===== src/rtl/alu_ctrl_pkg.sv =====
// Shared definitions for the ALU-control stage:
//   - 5-bit ALU control codes
//   - alu_op class encodings
//   - mult/div FSM state type
//   - small classification helpers
package alu_ctrl_pkg;

  localparam int unsigned CTRL_W = 5;

  localparam logic [CTRL_W-1:0] CTRL_AND     = 5'b00000;
  localparam logic [CTRL_W-1:0] CTRL_OR      = 5'b00001;
  localparam logic [CTRL_W-1:0] CTRL_ADD     = 5'b00010;
  localparam logic [CTRL_W-1:0] CTRL_ADDU    = 5'b00011;
  localparam logic [CTRL_W-1:0] CTRL_NOR     = 5'b00100;
  localparam logic [CTRL_W-1:0] CTRL_XOR     = 5'b00101;
  localparam logic [CTRL_W-1:0] CTRL_SLL     = 5'b00110;
  localparam logic [CTRL_W-1:0] CTRL_SUB     = 5'b00111;
  localparam logic [CTRL_W-1:0] CTRL_SUBU    = 5'b01000;
  localparam logic [CTRL_W-1:0] CTRL_SLT     = 5'b01001;
  localparam logic [CTRL_W-1:0] CTRL_SRL     = 5'b01010;
  localparam logic [CTRL_W-1:0] CTRL_SRA     = 5'b01011;
  localparam logic [CTRL_W-1:0] CTRL_LUI     = 5'b01100;
  localparam logic [CTRL_W-1:0] CTRL_LB      = 5'b01101;
  localparam logic [CTRL_W-1:0] CTRL_LH      = 5'b01110;
  localparam logic [CTRL_W-1:0] CTRL_LBU     = 5'b01111;
  localparam logic [CTRL_W-1:0] CTRL_LHU     = 5'b10000;
  localparam logic [CTRL_W-1:0] CTRL_SRAV    = 5'b10001;
  localparam logic [CTRL_W-1:0] CTRL_SLLV    = 5'b10010;
  localparam logic [CTRL_W-1:0] CTRL_SRLV    = 5'b10011;
  localparam logic [CTRL_W-1:0] CTRL_SLTU    = 5'b10100;
  localparam logic [CTRL_W-1:0] CTRL_MULT    = 5'b10101;
  localparam logic [CTRL_W-1:0] CTRL_MULTU   = 5'b10110;
  localparam logic [CTRL_W-1:0] CTRL_DIV     = 5'b10111;
  localparam logic [CTRL_W-1:0] CTRL_DIVU    = 5'b11000;
  localparam logic [CTRL_W-1:0] CTRL_MFHI    = 5'b11001;
  localparam logic [CTRL_W-1:0] CTRL_MFLO    = 5'b11010;
  localparam logic [CTRL_W-1:0] CTRL_INVALID = 5'b11111;

  localparam logic [2:0] ALU_OP_MEM   = 3'b000;
  localparam logic [2:0] ALU_OP_BR    = 3'b001;
  localparam logic [2:0] ALU_OP_RTYPE = 3'b010;
  localparam logic [2:0] ALU_OP_ITYPE = 3'b011;

  typedef enum logic [1:0] {
    StIdle = 2'd0,
    StBusy = 2'd1,
    StDone = 2'd2
  } md_state_e;

  // Ops that occupy the multi-cycle mult/div unit.
  function automatic logic is_md_code(input logic [CTRL_W-1:0] code);
    return (code == CTRL_MULT) || (code == CTRL_MULTU) ||
           (code == CTRL_DIV)  || (code == CTRL_DIVU);
  endfunction

  // Ops that touch HI/LO and must wait for an in-flight mult/div.
  function automatic logic is_hilo_code(input logic [CTRL_W-1:0] code);
    return is_md_code(code) || (code == CTRL_MFHI) || (code == CTRL_MFLO);
  endfunction

endpackage


===== src/rtl/alu_ctrl_dec.sv =====
// Combinational ALU-control decoder.
//   alu_op  : operation class from main control
//   funct   : R-type funct or mem/I-type opcode
//   code    : ALU control code (INVALID for unsupported encodings)
//   illegal : encoding not supported
//   is_md   : op launches the mult/div unit
//   is_hilo : op reads or writes HI/LO
module alu_ctrl_dec
  import alu_ctrl_pkg::*;
#(
  parameter int unsigned N_BITS      = 6,
  parameter int unsigned N_BITS_OP   = 3,
  parameter int unsigned N_BITS_CTRL = 5
) (
  input  logic [N_BITS_OP-1:0]   alu_op,
  input  logic [N_BITS-1:0]      funct,
  output logic [N_BITS_CTRL-1:0] code,
  output logic                   illegal,
  output logic                   is_md,
  output logic                   is_hilo
);

  logic [CTRL_W-1:0] code_raw;

  always_comb begin
    code_raw = CTRL_INVALID;
    case (alu_op)
      ALU_OP_MEM: begin
        case (funct)
          6'b100000: code_raw = CTRL_LB;
          6'b100001: code_raw = CTRL_LH;
          6'b100011: code_raw = CTRL_ADD;
          6'b100100: code_raw = CTRL_LBU;
          6'b100101: code_raw = CTRL_LHU;
          6'b100111: code_raw = CTRL_ADDU;
          6'b101000: code_raw = CTRL_ADD;
          6'b101001: code_raw = CTRL_ADD;
          6'b101011: code_raw = CTRL_ADD;
          default:   code_raw = CTRL_INVALID;
        endcase
      end
      ALU_OP_BR: code_raw = CTRL_SUB;
      ALU_OP_RTYPE: begin
        case (funct)
          6'b100100: code_raw = CTRL_AND;
          6'b100101: code_raw = CTRL_OR;
          6'b100000: code_raw = CTRL_ADD;
          6'b100001: code_raw = CTRL_ADDU;
          6'b100111: code_raw = CTRL_NOR;
          6'b100110: code_raw = CTRL_XOR;
          6'b000000: code_raw = CTRL_SLL;
          6'b000100: code_raw = CTRL_SLLV;
          6'b000010: code_raw = CTRL_SRL;
          6'b000110: code_raw = CTRL_SRLV;
          6'b000011: code_raw = CTRL_SRA;
          6'b000111: code_raw = CTRL_SRAV;
          6'b100010: code_raw = CTRL_SUB;
          6'b100011: code_raw = CTRL_SUBU;
          6'b101010: code_raw = CTRL_SLT;
          6'b101011: code_raw = CTRL_SLTU;
          6'b011000: code_raw = CTRL_MULT;
          6'b011001: code_raw = CTRL_MULTU;
          6'b011010: code_raw = CTRL_DIV;
          6'b011011: code_raw = CTRL_DIVU;
          6'b010000: code_raw = CTRL_MFHI;
          6'b010010: code_raw = CTRL_MFLO;
          default:   code_raw = CTRL_INVALID;
        endcase
      end
      ALU_OP_ITYPE: begin
        case (funct)
          6'b001000: code_raw = CTRL_ADD;
          6'b001001: code_raw = CTRL_ADDU;
          6'b001010: code_raw = CTRL_SLT;
          6'b001011: code_raw = CTRL_SLTU;
          6'b001100: code_raw = CTRL_AND;
          6'b001101: code_raw = CTRL_OR;
          6'b001110: code_raw = CTRL_XOR;
          6'b001111: code_raw = CTRL_LUI;
          default:   code_raw = CTRL_INVALID;
        endcase
      end
      default: code_raw = CTRL_INVALID;
    endcase
  end

  // INVALID is reserved: no legal op decodes to it, so it doubles as the illegal flag.
  assign illegal = (code_raw == CTRL_INVALID);
  assign is_md   = is_md_code(code_raw);
  assign is_hilo = is_hilo_code(code_raw);
  assign code    = N_BITS_CTRL'(code_raw);

endmodule


===== src/rtl/alu_ctrl_mc.sv =====
// Registered ALU-control stage at the ID/EX boundary with mult/div sequencing.
//   i_clk, i_reset    : clock, synchronous active-high reset
//   i_valid           : decode-stage instruction valid
//   i_alu_op, i_funcion : operation class and funct/opcode field
//   i_stall, i_flush  : downstream hold / squash
//   o_valid, o_alu_ctrl, o_illegal : registered decode result
//   o_md_start        : one-cycle launch pulse for mult/div
//   o_md_busy         : mult/div in flight (BUSY or DONE)
//   o_hilo_we         : one-cycle HI/LO write enable (DONE)
//   o_stall_req       : combinational HI/LO hazard request
module alu_ctrl_mc
  import alu_ctrl_pkg::*;
#(
  parameter int unsigned N_BITS      = 6,
  parameter int unsigned N_BITS_OP   = 3,
  parameter int unsigned N_BITS_CTRL = 5,
  parameter int unsigned MD_LATENCY  = 32
) (
  input  logic                   i_clk,
  input  logic                   i_reset,
  input  logic                   i_valid,
  input  logic [N_BITS_OP-1:0]   i_alu_op,
  input  logic [N_BITS-1:0]      i_funcion,
  input  logic                   i_stall,
  input  logic                   i_flush,
  output logic                   o_valid,
  output logic [N_BITS_CTRL-1:0] o_alu_ctrl,
  output logic                   o_illegal,
  output logic                   o_md_start,
  output logic                   o_md_busy,
  output logic                   o_hilo_we,
  output logic                   o_stall_req
);

  localparam int unsigned CntW = (MD_LATENCY > 1) ? $clog2(MD_LATENCY) : 1;

  logic [N_BITS_CTRL-1:0] dec_code;
  logic                   dec_illegal;
  logic                   dec_is_md;
  logic                   dec_is_hilo;

  md_state_e              state_q, state_d;
  logic [CntW-1:0]        cnt_q, cnt_d;
  logic                   md_start_q, md_start_d;

  logic                   valid_q;
  logic [N_BITS_CTRL-1:0] ctrl_q;
  logic                   illegal_q;

  logic                   stall_req;
  logic                   capture;
  logic                   launch;

  alu_ctrl_dec #(
    .N_BITS      (N_BITS),
    .N_BITS_OP   (N_BITS_OP),
    .N_BITS_CTRL (N_BITS_CTRL)
  ) u_dec (
    .alu_op  (i_alu_op),
    .funct   (i_funcion),
    .code    (dec_code),
    .illegal (dec_illegal),
    .is_md   (dec_is_md),
    .is_hilo (dec_is_hilo)
  );

  assign stall_req = i_valid & dec_is_hilo & (state_q != StIdle);
  assign capture   = ~i_flush & ~i_stall & ~stall_req;
  // An md op while not idle is already blocked by stall_req; the state term is belt and braces.
  assign launch    = capture & i_valid & dec_is_md & (state_q == StIdle);

  // Output registers: reset > flush > stall > hazard > capture.
  always_ff @(posedge i_clk) begin
    if (i_reset) begin
      valid_q   <= 1'b0;
      ctrl_q    <= '0;
      illegal_q <= 1'b0;
    end else if (i_flush) begin
      valid_q   <= 1'b0;
    end else if (!i_stall) begin
      if (stall_req) begin
        valid_q   <= 1'b0;
      end else begin
        valid_q   <= i_valid;
        ctrl_q    <= dec_code;
        illegal_q <= dec_illegal;
      end
    end
  end

  // Mult/div sequencer. The counter keeps running under i_stall and i_flush:
  // once launched the unit is committed.
  always_comb begin
    state_d    = state_q;
    cnt_d      = cnt_q;
    md_start_d = 1'b0;
    case (state_q)
      StIdle: begin
        if (launch) begin
          state_d    = StBusy;
          cnt_d      = CntW'(MD_LATENCY - 1);
          md_start_d = 1'b1;
        end
      end
      StBusy: begin
        if (cnt_q == '0) begin
          state_d = StDone;
        end else begin
          cnt_d = cnt_q - CntW'(1);
        end
      end
      StDone:  state_d = StIdle;
      default: state_d = StIdle;
    endcase
  end

  always_ff @(posedge i_clk) begin
    if (i_reset) begin
      state_q    <= StIdle;
      cnt_q      <= '0;
      md_start_q <= 1'b0;
    end else begin
      state_q    <= state_d;
      cnt_q      <= cnt_d;
      md_start_q <= md_start_d;
    end
  end

  assign o_valid     = valid_q;
  assign o_alu_ctrl  = ctrl_q;
  assign o_illegal   = illegal_q;
  assign o_md_start  = md_start_q;
  assign o_md_busy   = (state_q != StIdle);
  assign o_hilo_we   = (state_q == StDone);
  assign o_stall_req = stall_req;

endmodule

===== config.mk =====
export PLATFORM = sky130hd
export DESIGN_NAME = alu_ctrl_mc
export DESIGN_NICKNAME = d
export VERILOG_FILES = /design/src/rtl/alu_ctrl_pkg.sv /design/src/rtl/alu_ctrl_dec.sv /design/src/rtl/alu_ctrl_mc.sv
export SDC_FILE = /design/constraint.sdc
export NUM_CORES = 1
export LEC_CHECK = 0
export CORE_ASPECT_RATIO = 0.9
export CORE_MARGIN = 3
export CORE_UTILIZATION = 30
export DETAILED_ROUTE_END_ITERATION = 6
export GPL_ROUTABILITY_DRIVEN = 0
export GPL_TIMING_DRIVEN = 0
export SYNTH_ARGS = -nofsm -noshare
export SYNTH_HDL_FRONTEND = slang
export SYNTH_HIERARCHICAL = 1
export SYNTH_SLANG_ARGS = --single-unit

===== constraint.sdc =====
create_clock -name i_clk -period 4.7 [get_ports i_clk]
set_clock_uncertainty 0.15 [all_clocks]
set_input_delay 0.94 -clock i_clk [delete_from_list [all_inputs] [get_ports i_clk]]
set_output_delay 0.94 -clock i_clk [all_outputs]
set_load 0.01 [all_outputs]

### Word-level counts from Yosys, hierarchy flattened

Memories as Yosys holds them, arrays and structs flattened.
Index checks and enable logic that the tools add are counted.

| cells by class | value |
|---|---|
| $add $sub $neg | 1 |
| bitwise operators | 11 |
| eq/ne operators | 24 |
| reductions and logical operators | 17 |
| mux-type cells | 11 |

Operator list:

| operator | number |
|---|---|
| 6-bit equality test, second input constant | 9 |
| 5-bit equality test, second input constant | 7 |
| 5-bit case mux with 6 select lines | 1 |
| 5-bit case mux with 4 select lines | 1 |
| 5-bit two-way mux | 3 |
| 5-bit case mux with 2 select lines | 1 |
| 1-bit AND | 7 |
| 3-bit by 2-bit equality test with 1-bit output, second input constant | 2 |
| 2-bit inequality test, second input constant | 3 |
| 3-bit AND reduction | 2 |
| 5-bit zero test | 1 |
| 1-bit logical OR | 5 |
| 5-bit by 1-bit subtractor with 5-bit output, second input constant | 1 |
| 2-bit zero test | 2 |
| 2-bit two-way mux | 2 |
| 1-bit NOT | 4 |
| 2-bit case mux with 2 select lines | 1 |
| 2-bit nonzero test | 2 |
| 2-bit OR reduction | 2 |
| 4-bit OR reduction | 1 |
| 3-bit by 1-bit equality test with 1-bit output, second input constant | 1 |
| 3-bit zero test | 1 |
| 2-bit by 1-bit equality test with 1-bit output, second input constant | 1 |
| 2-bit equality test, second input constant | 1 |
| 2 further kinds | 3 |

| storage, ports and cells | value |
|---|---|
| word-level logic and storage cells | 72 |
| output and inout port bits | 11 |
| input bits | 14 |
| bits in registers | 15 |
| ROM bits | 400 |
| memories kept | 2 |

Memories:

| memory | words | width | rd ports | clocked after memory_dff | wr ports | line | source |
|---|---|---|---|---|---|---|---|
| (no name shown) | 64 | 5 | 1 | 0 | 0 | alu_ctrl_dec.sv:44 | `case (funct)` |
| (no name shown) | 16 | 5 | 1 | 0 | 0 | alu_ctrl_dec.sv:71 | `case (funct)` |

### Depth between registers and ports, before layout

Gate-level depths: netlist of run 1.

| logic depth | value |
|---|---|
| depth in word-level cells | 19 |
| depth in mapped cells | 12 |
| depth with buffers taken out | 12 |

### Cells and area by module

The synthesis of run 1 kept the hierarchy.

Modules (own cells, without submodules):

| module | cells each | seq. area each (um2) | area each (um2) | instances |
|---|---|---|---|---|
| alu_ctrl_dec | 98 | 0.0 | 666.9 | 1 |
| alu_ctrl_mc | 72 | 300.3 | 649.4 | 1 |

### Worst setup path before layout of run 1

No wires, ideal clock.

| timing | value |
|---|---|
| path kind | input to output |
| start point | in i_funcion[0] |
| end point | out o_stall_req |
| arrival time | 2.917 ns |
| stages on the path | 10 |
| slack | 0.693 ns |
| path buffers | 0 |
| required time | 3.610 ns |
| cell sequence | inv_1 -> ha_1 -> nor2_1 -> a211oi_1 -> or4_1 -> and3_4 -> a211o_1 -> a21oi_1 -> o211ai_1 -> inv_1 |

| on the way | value |
|---|---|
| longest elaborated chain between the ends | 12 |
| elaborated cells between the ends (all ways) | 28 |
| classes of those cells | eq/ne (15); mux (3); bitwise (2); reduce/logical (6); memory (2) |

RTL lines:

| element | line | source |
|---|---|---|
| start, declared | alu_ctrl_mc.sv:23 | `input logic [N_BITS-1:0] i_funcion,` |
| parallel branches: the longest is 3 deep, another holds memory read 64 x 5 bit | -- |  |
| 5-bit case mux with 4 select lines (*) | alu_ctrl_dec.sv:27 | `case (alu_op)` |
| 5-bit equality test | alu_ctrl_pkg.sv:52 | `return (code == CTRL_MULT) \|\| (code == CTRL_MULTU) \|\|` |
| 1-bit logical OR (2 in a row) | alu_ctrl_pkg.sv:52 |  |
| 1-bit logical OR | alu_ctrl_pkg.sv:53 | `(code == CTRL_DIV) \|\| (code == CTRL_DIVU);` |
| 1-bit logical OR | alu_ctrl_pkg.sv:58 | `return is_md_code(code) \|\| (code == CTRL_MFHI) \|\| (code == CTRL_MFLO);` |
| 1-bit logical OR (*) | alu_ctrl_pkg.sv:58 |  |
| net dec_is_hilo | alu_ctrl_mc.sv:40 | `logic dec_is_hilo;` |
| 1-bit AND (*) (2 in a row) | alu_ctrl_mc.sv:67 | `assign stall_req = i_valid & dec_is_hilo & (state_q != StIdle);` |
| end, declared | alu_ctrl_mc.sv:32 | `output logic o_stall_req` |

Mark *: on every way through the listed nets, which the timed path passes.

### Worst setup path after layout of run 1

| timing | value |
|---|---|
| start point | in i_alu_op[2] |
| end point | out o_stall_req |

| on the way | value |
|---|---|
| longest elaborated chain between the ends | 10 |
| elaborated cells between the ends (all ways) | 18 |
| classes of those cells | eq/ne (9); mux (1); bitwise (2); reduce/logical (6) |

RTL lines:

| element | line | source |
|---|---|---|
| start, declared | alu_ctrl_mc.sv:22 | `input logic [N_BITS_OP-1:0] i_alu_op,` |
| 3-bit by 2-bit equality test with 1-bit output, or another cell as far along | alu_ctrl_dec.sv:27 |  |
| 5-bit case mux with 4 select lines (*) | alu_ctrl_dec.sv:27 |  |
| 5-bit equality test | alu_ctrl_pkg.sv:52 |  |
| 1-bit logical OR (2 in a row) | alu_ctrl_pkg.sv:52 |  |
| 1-bit logical OR | alu_ctrl_pkg.sv:53 |  |
| 1-bit logical OR | alu_ctrl_pkg.sv:58 |  |
| 1-bit logical OR (*) | alu_ctrl_pkg.sv:58 |  |
| net dec_is_hilo | alu_ctrl_mc.sv:40 |  |
| 1-bit AND (*) (2 in a row) | alu_ctrl_mc.sv:67 |  |

Mark *: on every way through the listed nets, which the timed path passes. The rest lies on a longest branch.

==> results of run 1 <==
-- sequential cells by signal, summed over array words and instances (netlist names) --
register / cells
cnt_q: 5
state_q: 2
o_illegal: 1
o_md_start: 1
o_valid: 1
o_alu_ctrl: 5
-- worst max-delay path, delay by kind of cell --
kind	cells	cell delay [ns]
AOI/OAI and AO/OA	3	0.59
and+or+nand+nor	4	1.03
buffers and inverters	3	0.89
-- kinds of logic after synthesis --
family,Yosys count,share of synthesized area (%)
buffers and inverters,17,6.84
xor gates and xnor gates,1,0.666
muxes,3,2.38
DFF,15,22.8
adders and majority gates,6,5.70
AOI/OAI and AO/OA,53,27.9
and+or+nand+nor,75,33.7
-- metrics by stage --
stage	hold slack [ns]	util (%)
after floorplan	0.271	-
after global placement	0.311	39.3
after detailed placement	0.299	39.3
after CTS	0.320	41.1
after global routing	0.338	41.3
final	0.317	41.3
-- placed cells by master, fill, tap and decap left out, types with 2 or more instances in the layout --
| cell | netlist | routed |
|---|---|---|
| and2b_1 | 4 | 4 |
| inv_1 | 12 | 11 |
| nand3b_1 | 2 | 2 |
| o41ai_1 | 2 | 2 |
| buf_4 | 0 | 3 |
| nand2_1 | 8 | 8 |
| a21oi_1 | 16 | 16 |
| clkdlybuf4s50_1 | 0 | 20 |
| nand3_1 | 7 | 7 |
| buf_6 | 2 | 2 |
| clkbuf_8 | 1 | 4 |
| a31oi_1 | 2 | 2 |
| o31ai_1 | 2 | 2 |
| nand2b_1 | 7 | 7 |
| a211oi_1 | 4 | 4 |
| a31o_2 | 2 | 2 |
| nor2_1 | 15 | 14 |
| clkdlybuf4s15_2 | 0 | 2 |
| nor2b_1 | 6 | 6 |
| o21ai_0 | 10 | 9 |
| nor3_1 | 8 | 8 |
| dfxtp_1 | 15 | 15 |
| dlygate4sd2_1 | 0 | 2 |
| mux2i_1 | 2 | 2 |
| ha_1 | 6 | 6 |
| o211ai_1 | 3 | 3 |
-- worst paths after layout --
kind                  to  depth (start not counted)         from  slack [ns]
min reg2reg   state_q[1]                          1     cnt_q[4]        0.32
max          o_stall_req                         10  i_alu_op[2]        0.17
min           state_q[1]                          1     cnt_q[4]        0.32
max reg2reg     cnt_q[3]                          5     cnt_q[0]        2.94
-- repair_timing --
action,4_1_cts,5_1_grt
resized for setup,12,1
hold buffers,0,0
setup endpoints to repair,1,1
pin swaps,2,0
setup buffers,3,0
-- final cells by class --
type	instances	area, um^2	share of cell area [%]
clock buffers	3	41.3	2.41
clock inverters	1	5.00	0.292
well taps	60	75.1	4.38
inverters	12	45.0	2.63
flip-flops and latches	15	300	17.5
multi-input cells	138	941	54.9
plain buffers	5	45.0	2.63
repair buffers	27	263	15.3
-- routing by layer --
metal / up-vias / track usage [%] / part of all wire, %
met2: 36 / 19.3 / 43
met1: 601 / 20.3 / 51
li1: 688 / - / -
met4: 0 / 3.93 / 1.2
met3: 4 / 2.90 / 5.4
met5: - / 0 / 0
-- power by group through the flow --
| stage | clock, mW | combinational, mW | sequential (mW) |
|---|---|---|---|
| CTS | 0.106 | 0.0946 | 0.135 |
| global route | 0.113 | 0.107 | 0.135 |
| floorplan | 0 | 0.0563 | 0.139 |
| detailed placement | 0 | 0.0929 | 0.137 |
| finish | 0.103 | 0.0961 | 0.134 |
| global placement | 0 | 0.0936 | 0.137 |
==> out/qor.csv, run 1 <==
stage,metric,value,unit
clock_network,CTS clock-pin slew for the worst setup and hold paths,0.06,ns
place,hpwl dp,2.40,mm
worst_setup_path,CP required,3.61,ns
finish,# fillers,435,
floorplan,Die H,68.8,um
run,max cap viols,0,
sta,min Tclk post-route,4.53,ns
routing,Initial DRC Count,183,
grt,initial antenna violation count,0,
synthesis,Avg Inst Size Synth,7.74,um^2
pwr,switching share of total power,29.1,%
routing,drt via density,5.09,
place,placed instance count,254,
place,pre-CTS setup slack,-0.798,ns
floorplan,die area,5220,um^2
sta,Max Clk Rate,221,MHz
pwr,Total Power,0.334,mW
pwr,static leakage,0.637,nW
grt,vias in the first global route,1218,
worst_setup_path,critical path's slowest cell,clkdlybuf4s50_1,
routing,routed len/inst,12.4,um
sta,Worst Slack Setup Final,0.169,ns
synthesis,synthesized flop and latch total,15,
finish,share of layout cells above drive strength 1,15.9,%
floorplan,IO Pins,25,
synthesis,Synth cell types,56,
finish,Non-Filler Instances,261,
floorplan,Initial Util,31.7,%
routing,via count,1329,
pwr,P_sw,0.0970,mW
worst_setup_path,CP endpoint kind,primary output,
grt,global route overflow,0,
sta,Fin. Hold Viols,0,
min_path,Worst Hold Class,flop to flop,
synthesis,top-count cell post-synth,a21oi_1,
sta,"Period Utilization, post-route",96.4,%
synthesis,sequential share of the synthesized area,22.8,%
synthesis,post-synth top area share,22.8,%
worst_setup_path,crit path cell chain,clkdlybuf4s50_1 -> nor2_4 -> nand2_2 -> or4_1 -> and3_4 -> a211o_1 -> a21oi_1 -> o211ai_1 -> inv_2 -> dlygate4sd2_1,
worst_setup_path,"Arr. time, crit path",3.44,ns
sta,TNS Setup,0,ns
run_status,outcome,completed,
worst_setup_path,WS Path Type,primary input to primary output,
routing,Final ANT Viol Nets,0,
floorplan,Die W,75.8,um
pwr,Pint,0.237,mW
place,PortBufs,24,
worst_setup_path,critical path launch point type,primary input,
clock_network,clock buffer depth,2,
floorplan,# rows,22,
clock_network,clk_lat worst skew,0.25,ns
pwr,Peak VDD IR,98.2,uV
synthesis,Post-Syn Area,1320,um^2
grt,first-pass GRT wire length,5.64,mm
place,DP Area,1630,um^2
synthesis,Mapped Cells,170,
routing,1st-pass router iterations,4,
sta,Slew @ Worst Pin,0.464,ns
floorplan,area of the core,4160,um^2
clock_network,root buffer cell,clkbuf_8,
sta,Rel. slew slack,68.8,%
sta,Setup-failing EPs final,0,
worst_setup_path,peak fanout along the critical path,6,
pwr,clock power share,31.0,%
synthesis,Post-synth EDFFs,0,
synthesis,"Warnings, synthesis",6,
sta,RSZ-0062 raised after global routing,no,
pwr,part of the power in registers,40.3,%
clock_network,CTS sink cnt,15,
routing,Residual DRC,0,
finish,Inserted Diodes,0,
synthesis,largest area contributor in the netlist,dfxtp_1,
clock_network,H-Tree Depth,1,
sta,Max Slew Vio Count,0,
synthesis,asr flop ratio synth,0,%
synthesis,Mapped Nets,190,
synthesis,top_reg_cell synth,dfxtp_1,
pwr,power per cell area,195,nW/um^2
synthesis,Synth area leaders,"dfxtp_1 (23%), a21oi_1 (6.1%), ha_1 (5.7%)",
finish,area grow syn2layout,30.3,%
pwr,Gate power share,28.8,%
finish,Final nets,222,
grt,Tot GR Track Use,13.6,%
finish,Post-Layout Inst Area,1720,um^2
synthesis,most instantiated cells after synthesis,"a21oi_1 (16), dfxtp_1 (15), nor2_1 (15)",
clock_network,CTS buffer count,3,
worst_setup_path,Worst path max stage delay,0.54,ns
routing,Total Wirelength,3.23,mm
grt,largest net degree at the start of global routing,11,
clock_network,CTS tree,yes,
Power figures use the tool's default switching activity.
==> run 2: changes to the inputs <==
ABC_AREA = 1   (was unset)
==> run 2 against run 1 <==
Effect of this change: sequential share of layout area fell by 1.0 points; synthesized cell count rose by 50%; maximum frequency rose by 3.0%; combinational power rose by 10%; cell count rose by 32%; total power rose by 3.5%; hold slack improved by 0.019 ns; global-route usage fell by 1.3 points.
==> out/qor.csv, run 2 <==
stage,metric,value,unit,change
synthesis,sequential share of the synthesized area,20.6,%,-2.2 points
synthesis,XOR/XNOR Fraction of Synth Area,0,%,-0.67 points
synthesis,most instantiated cells after synthesis,"nand2_1 (69), nor2_1 (42), inv_1 (33)",,
clock_network,postcts setup bufs,0,,-3
sta,hold_ws,0.336,ns,+0.0193 ns
floorplan,# rows,23,,+4.5%
synthesis,Synth cell types,24,,-57%
finish,Inserted Diodes,0,,unchanged
finish,"commonest non-fill, non-tap cells in the layout","nand2_1 (69), nor2_1 (42), inv_1 (33)",,
finish,Util after Layout,39.9,%,-1.4 points
routing,Final ANT Viol Nets,0,,unchanged
grt,global route overflow,0,,unchanged
routing,1st-pass router iterations,4,,unchanged
synthesis,Mapped Cells,255,,+50%
synthesis,Post-synth EDFFs,0,,unchanged
min_path,Worst Hold Class,flop to flop,,
clock_network,H-Tree Depth,1,,unchanged
sta,Max Clk Rate,227,MHz,+3.0%
sta,Fin. Hold Viols,0,,unchanged
pwr,power per cell area,190,nW/um^2,-2.6%
grt,vias in the first global route,1426,,+17%
finish,Final nets,304,,+37%
synthesis,largest family of logic cells by synthesized area,simple AND/OR/NAND/NOR gates,,
worst_setup_path,r2r setup slk,3.27,ns,+0.33 ns
sta,Slew @ Worst Pin,0.451,ns,-0.0130 ns
worst_setup_path,Reg-to-Reg End,cnt_q[2],,
place,pre-CTS setup slack,-0.142,ns,+0.656 ns
synthesis,post-synth top area share,20.6,%,-2.2 points
floorplan,die area,5730,um^2,+9.8%
worst_setup_path,"Arr. time, crit path",3.31,ns,-0.13 ns
finish,"commonest non-fill, non-tap cell in the layout",nand2_1,,
clock_network,CTS tree,yes,,
floorplan,Initial Util,31.9,%,+0.19 points
clock_network,CTS sink cnt,15,,unchanged
worst_setup_path,Setup crit end,o_stall_req,,
synthesis,largest area contributor in the netlist,dfxtp_1,,
sta,Worst Slack Setup Final,0.302,ns,+0.133 ns
routing,Residual DRC,0,,unchanged
synthesis,asr flop ratio synth,0,%,unchanged
finish,area grow syn2layout,25.2,%,
synthesis,top_reg_cell synth,dfxtp_1,,
worst_setup_path,WS Path Type,primary input to primary output,,
sta,Setup-failing EPs final,0,,unchanged
pwr,static leakage,0.926,nW,+45%
synthesis,mux cell area share after synthesis,0,%,-2.4 points
synthesis,Avg Inst Size Synth,5.72,um^2,-26%
worst_setup_path,Reg-to-Reg Start,cnt_q[0],,
grt,initial antenna violation count,0,,unchanged
finish,FF+latch area,300,um^2,unchanged
clock_network,clock buffer depth,2,,unchanged
place,PortBufs,24,,unchanged
synthesis,synthesized flop and latch total,15,,unchanged
grt,Tot GR Track Use,12.3,%,-1.3 points
grt,largest net degree at the start of global routing,11,,unchanged
worst_setup_path,CP required,3.61,ns,about the same
finish,share of layout cells above drive strength 1,12.7,%,-3.2 points
synthesis,area share of and/or/nand/nor cells after synthesis,48.8,%,+15 points
routing,Initial DRC Count,104,,-43%
sta,min Tclk post-route,4.40,ns,-0.133 ns
finish,Post-Layout Inst Area,1820,um^2,+6.3%
sta,Rel. slew slack,69.8,%,+1.0 points
routing,via count,1587,,+19%
clock_network,cts hold-fix bufs,0,,unchanged
grt,first-pass GRT wire length,5.92,mm,+4.9%
run,max cap viols,0,,unchanged
floorplan,Die W,79.5,um,+4.8%
clock_network,CTS buffer count,3,,unchanged
worst_setup_path,CP endpoint kind,primary output,,
place,placed instance count,341,,+34%
clock_network,clk_lat worst skew,0.25,ns,about the same
worst_setup_path,Worst setup startpoint,i_funcion[0],,
floorplan,area of the core,4580,um^2,+10%
sta,Max Slew Vio Count,0,,unchanged
sta,"Period Utilization, post-route",93.6,%,-2.8 points
place,DP Area,1780,um^2,+8.8%
routing,routed len/inst,9.83,um,-21%
finish,Non-Filler Instances,345,,+32%
run_status,outcome,completed,,
synthesis,Synth area leaders,"dfxtp_1 (21%), nand2_1 (18%), nor2_1 (11%)",,
synthesis,Post-Syn Area,1460,um^2,+11%
worst_setup_path,peak fanout along the critical path,5,,-1
finish,footprint of the multi-input gates,981,um^2,+4.3%
floorplan,Die H,72.1,um,+4.8%
synthesis,Synth Area in Compound Gates,13.0,%,-15 points
clock_network,CTS clock-pin slew for the worst setup and hold paths,0.06,ns,about the same
finish,# fillers,500,,+15%
routing,drt via density,4.60,,-9.7%
worst_setup_path,critical path launch point type,primary input,,
clock_network,root buffer cell,clkbuf_8,,
synthesis,Post-Synth Adder-Cell Area,5.15,%,-0.55 points
sta,RSZ-0062 raised after global routing,no,,
routing,Total Wirelength,3.39,mm,+5.0%
pwr,Peak VDD IR,99.6,uV,+1.5%
synthesis,"Warnings, synthesis",6,,unchanged
worst_setup_path,r2r worst-path depth,7,,+2
floorplan,IO Pins,25,,unchanged
synthesis,Mapped Nets,275,,+45%
synthesis,top-count cell post-synth,nand2_1,,
place,hpwl dp,2.70,mm,+13%
run 2: changes by cell type in the layout (fill, tap and decap cells not counted), sizes merged, moves of 3 or more:
cell	before	now
nor2b	6	0
o211ai	3	0
buf	6	3
nor2	16	52
and2b	4	0
nand2	9	74
a211oi	4	0
nand2b	7	0
nand3	7	24
o21ai	10	18
inv	12	41
nor3	9	2
run 2: worst max-delay path: stages:
cell and delay, ns:
clkdlybuf4s50_1 0.53, inv_1 0.12, ha_1 0.36, inv_1 0.07, nand2_1 0.05, nor2_1 0.10, nor2_1 0.04, o21bai_1 0.18
a21oi_2 0.13, nand2_1 0.08, nand2_1 0.07, nand3_2 0.06, nand2_1 0.07, nand2_1 0.08, nor2_4 0.17, clkdlybuf4s15_1 0.27
run 2: cell type report:
type | instances | share of cell area (%)
plain buffers | 3 | 1.51
repair buffers | 24 | 13.1
inverters | 41 | 8.44
well taps | 62 | 4.25
multi-input cells | 196 | 53.8
flip-flops and latches | 15 | 16.5
clock buffers | 4 | 2.47
run 2: how the worst min path moves through the flow:
stage / end / startpoint / slack, ns / cells past startpoint
2_1_floorplan: cnt_q[4] / cnt_q[4] / 0.30 / 2
3_3_place_gp: cnt_q[4] / cnt_q[4] / 0.32 / 2
3_5_place_dp: cnt_q[4] / cnt_q[4] / 0.32 / 2
4_1_cts: cnt_q[4] / cnt_q[4] / 0.34 / 2
5_1_grt: cnt_q[4] / cnt_q[4] / 0.35 / 2
6_report: cnt_q[4] / cnt_q[4] / 0.34 / 2
run 2: cells by family after synthesis:
family                     count (synthesis)
AOI/OAI and AO/OA                         35
buffers and inverters                     44
and+or+nand+nor                          155
adders and majority gates                  6
DFF                                       15
run 2: per-layer routing:
| layer | global-route usage [%] | vias up | part of all wire (%) |
|---|---|---|---|
| met3 | 2.73 | 2 | 6.3 |
| met5 | 0 | - | 0 |
| met1 | 16.8 | 683 | 49 |
| met2 | 20.4 | 43 | 44 |
| li1 | - | 859 | - |
| met4 | 1.72 | 0 | 0.50 |
run 2: where the power goes:
part,internal [mW],switching [mW]
combinational,0.0437,0.0624
clock,0.0600,0.0446
sequential,0.133,0.00244
total,0.236,0.110
run 2: timing repair:
| item | CTS | global route |
|---|---|---|
| hold endpoints to repair | 0 | 0 |
| gates resized for setup | 4 | 1 |
| pin swaps | 0 | 1 |
| cloned | 0 | 0 |
| setup endpoints to repair | 1 | 1 |
run 2: metrics by stage:
| stage | TNS [ns] | total power, mW |
|---|---|---|
| 2_1_floorplan | 0 | 0.206 |
| 4_1_cts | 0 | 0.349 |
| 5_1_grt | 0 | 0.369 |
| 3_5_place_dp | -0.142 | 0.243 |
| 6_report | 0 | 0.346 |
| 3_3_place_gp | -0.151 | 0.244 |
==> run 3: changes to the inputs <==
--- a/config.mk
+++ b/config.mk
@@ -14,2 +14,3 @@
 export GPL_TIMING_DRIVEN = 0
+export SLEW_MARGIN = 20
 export SYNTH_ARGS = -nofsm -noshare
==> constraint.sdc (replaced) <==
create_clock -name i_clk -period 4.7 [get_ports i_clk]
set_clock_uncertainty 0.15 [all_clocks]
set_input_delay 0.47 -clock i_clk [delete_from_list [all_inputs] [get_ports i_clk]]
set_output_delay 0.47 -clock i_clk [all_outputs]
set_load 0.01 [all_outputs]
==> run 3 against run 2 <==
Effect of this change: die area stayed put; combinational power hardly changed; critical path depth stayed put; flip-flop and latch count stayed put; largest power group unchanged.
==> out/qor.csv, run 3 (synthesis results as in run 2) <==
stage,metric,value,unit,change
routing,Final ANT Viol Nets,0,,unchanged
clock_network,clock buffer depth,2,,unchanged
worst_setup_path,critical path launch point type,primary input,,
floorplan,die area,5730,um^2,unchanged
min_path,Worst Hold Class,flop to flop,,
worst_setup_path,Worst path max stage delay,0.64,ns,+0.11 ns
worst_setup_path,Worst setup startpoint,i_funcion[1],,
worst_setup_path,Crit path top cell by count,nand2_1,,
finish,Post-Layout Inst Area,1820,um^2,-0.21%
worst_setup_path,CP endpoint kind,primary output,,
sta,Max Clk Rate,255,MHz,+12%
routing,1st-pass router iterations,4,,unchanged
place,DP Area,1780,um^2,unchanged
run,max cap viols,0,,unchanged
pwr,Total Power,0.346,mW,about the same
clock_network,CTS tree,yes,,
clock_network,CTS buffer count,3,,unchanged
clock_network,root buffer cell,clkbuf_8,,
routing,Total Wirelength,3.38,mm,-0.44%
sta,RSZ-0062 raised after global routing,no,,
grt,first-pass GRT wire length,5.82,mm,-1.6%
worst_setup_path,r2r setup slk,3.27,ns,about the same
floorplan,IO Pins,25,,unchanged
finish,Util after Layout,39.8,%,-0.082 points
worst_setup_path,r2r worst-path depth,7,,unchanged
sta,Worst Slack Setup Final,0.771,ns,+0.470 ns
floorplan,Die H,72.1,um,unchanged
sta,"Period Utilization, post-route",83.6,%,-10 points
worst_setup_path,WS Path Type,primary input to primary output,,
worst_setup_path,critical path's slowest cell,clkdlybuf4s50_1,,
worst_setup_path,Reg-to-Reg Start,cnt_q[0],,
sta,Fin. Hold Viols,0,,unchanged
clock_network,postcts setup bufs,0,,unchanged
place,hpwl dp,2.70,mm,unchanged
finish,Final nets,304,,unchanged
floorplan,area of the core,4580,um^2,unchanged
worst_setup_path,"Arr. time, crit path",3.31,ns,about the same
worst_setup_path,crit path cell chain,clkdlybuf4s50_1 -> ha_1 -> inv_2 -> a21o_1 -> nand2_1 -> nand2_1 -> nand3_2 -> nand2_1 -> nand2_1 -> nand3_1 -> nand3_1 -> nand3_2 -> nand2_1 -> nand2_1 -> nor2_4 -> clkdlybuf4s50_1,,
finish,share of layout cells above drive strength 1,12.0,%,-0.71 points
finish,area grow syn2layout,24.9,%,
finish,# fillers,499,,-0.20%
grt,initial antenna violation count,0,,unchanged
pwr,power per cell area,190,nW/um^2,+0.17%
clock_network,CTS sink cnt,15,,unchanged
floorplan,# rows,23,,unchanged
pwr,Peak VDD IR,99.6,uV,about the same
finish,"commonest non-fill, non-tap cells in the layout","nand2_1 (69), nor2_1 (42), inv_1 (33)",,
place,pre-CTS setup slack,0.798,ns,+0.940 ns
sta,Setup-failing EPs final,0,,unchanged
sta,Rel. slew slack,70.5,%,+0.71 points
grt,global route overflow,0,,unchanged
clock_network,CTS clock-pin slew for the worst setup and hold paths,0.06,ns,about the same
clock_network,# resized after CTS,0,,-4
run_status,outcome,completed,,
worst_setup_path,Reg-to-Reg End,cnt_q[2],,
floorplan,Die W,79.5,um,unchanged
clock_network,clk_lat worst skew,0.25,ns,about the same
worst_setup_path,peak fanout along the critical path,9,,+4
floorplan,Initial Util,31.9,%,unchanged
worst_setup_path,Setup crit end,o_stall_req,,
grt,Tot GR Track Use,12.1,%,-0.18 points
routing,Residual DRC,0,,unchanged
routing,routed len/inst,9.79,um,-0.44%
routing,via count,1582,,-0.32%
grt,vias in the first global route,1406,,-1.4%
clock_network,cts hold-fix bufs,0,,unchanged
place,PortBufs,24,,unchanged
routing,Initial DRC Count,94,,-9.6%
sta,Slew @ Worst Pin,0.440,ns,-0.0106 ns
finish,"commonest non-fill, non-tap cell in the layout",nand2_1,,
routing,drt via density,4.59,,-0.32%
pwr,static leakage,0.927,nW,about the same
finish,Inserted Diodes,0,,unchanged
sta,min Tclk post-route,3.93,ns,-0.470 ns
worst_setup_path,CP required,4.08,ns,+0.47 ns
sta,TNS Setup,0,ns,unchanged
grt,largest net degree at the start of global routing,11,,unchanged
clock_network,H-Tree Depth,1,,unchanged
sta,Max Slew Vio Count,0,,unchanged
## run 3: changes by cell type in the layout (fill, tap and decap cells not counted)
cell             change
clkdlybuf4s15_1      -1
ha_2                 -2
clkdlybuf4s50_1      +2
dlygate4sd2_1        -1
ha_1                 +2
## run 3: through the flow
stage	instances	hold slack, ns
5_1_grt	345	0.351
2_1_floorplan	255	0.301
3_5_place_dp	341	0.322
4_1_cts	345	0.338
3_3_place_gp	341	0.316
6_report	345	0.336
## run 3: report_power, final
part	leakage [nW]	total (mW)	switching, mW	internal, mW
combinational	0.782	0.106	0.0623	0.0437
clock	0.0228	0.105	0.0446	0.0600
sequential	0.122	0.135	0.00244	0.133
total	0.927	0.346	0.109	0.236
## run 3: how the worst min path moves through the flow
stage	start	end	slack, ns	cells after the start
2_1_floorplan	cnt_q[4]	cnt_q[4]	0.30	2
3_3_place_gp	cnt_q[4]	cnt_q[4]	0.32	2
3_5_place_dp	cnt_q[4]	cnt_q[4]	0.32	2
4_1_cts	cnt_q[4]	cnt_q[4]	0.34	2
5_1_grt	cnt_q[4]	cnt_q[4]	0.35	2
6_report	cnt_q[4]	cnt_q[4]	0.34	2
## run 3: layer usage
metal,vias to the layer above,global-route usage (%),part of all wire [%]
li1,859,-,-
met1,679,16.8,49
met2,42,19.8,44
met3,2,2.73,6.2
met4,0,1.72,0.50
met5,-,0,0
## run 3: area by class of cell
class	count	area [um^2]	area share [%]
plain buffers	3	27.5	1.51
clock buffers	4	45.0	2.47
inverters	41	154	8.45
multi-input cells	196	976	53.6
flip-flops and latches	15	300	16.5
well taps	62	77.6	4.26
repair buffers	24	240	13.2
## run 3: critical path, delay by kind of cell
kind / cells / cell delay (ns)
AND/OR/NAND/NOR: 11 / 1.02
AO/OA/AOI/OAI: 1 / 0.16
buffers and inverters: 3 / 1.30
adder cells (fa/ha/maj): 1 / 0.38
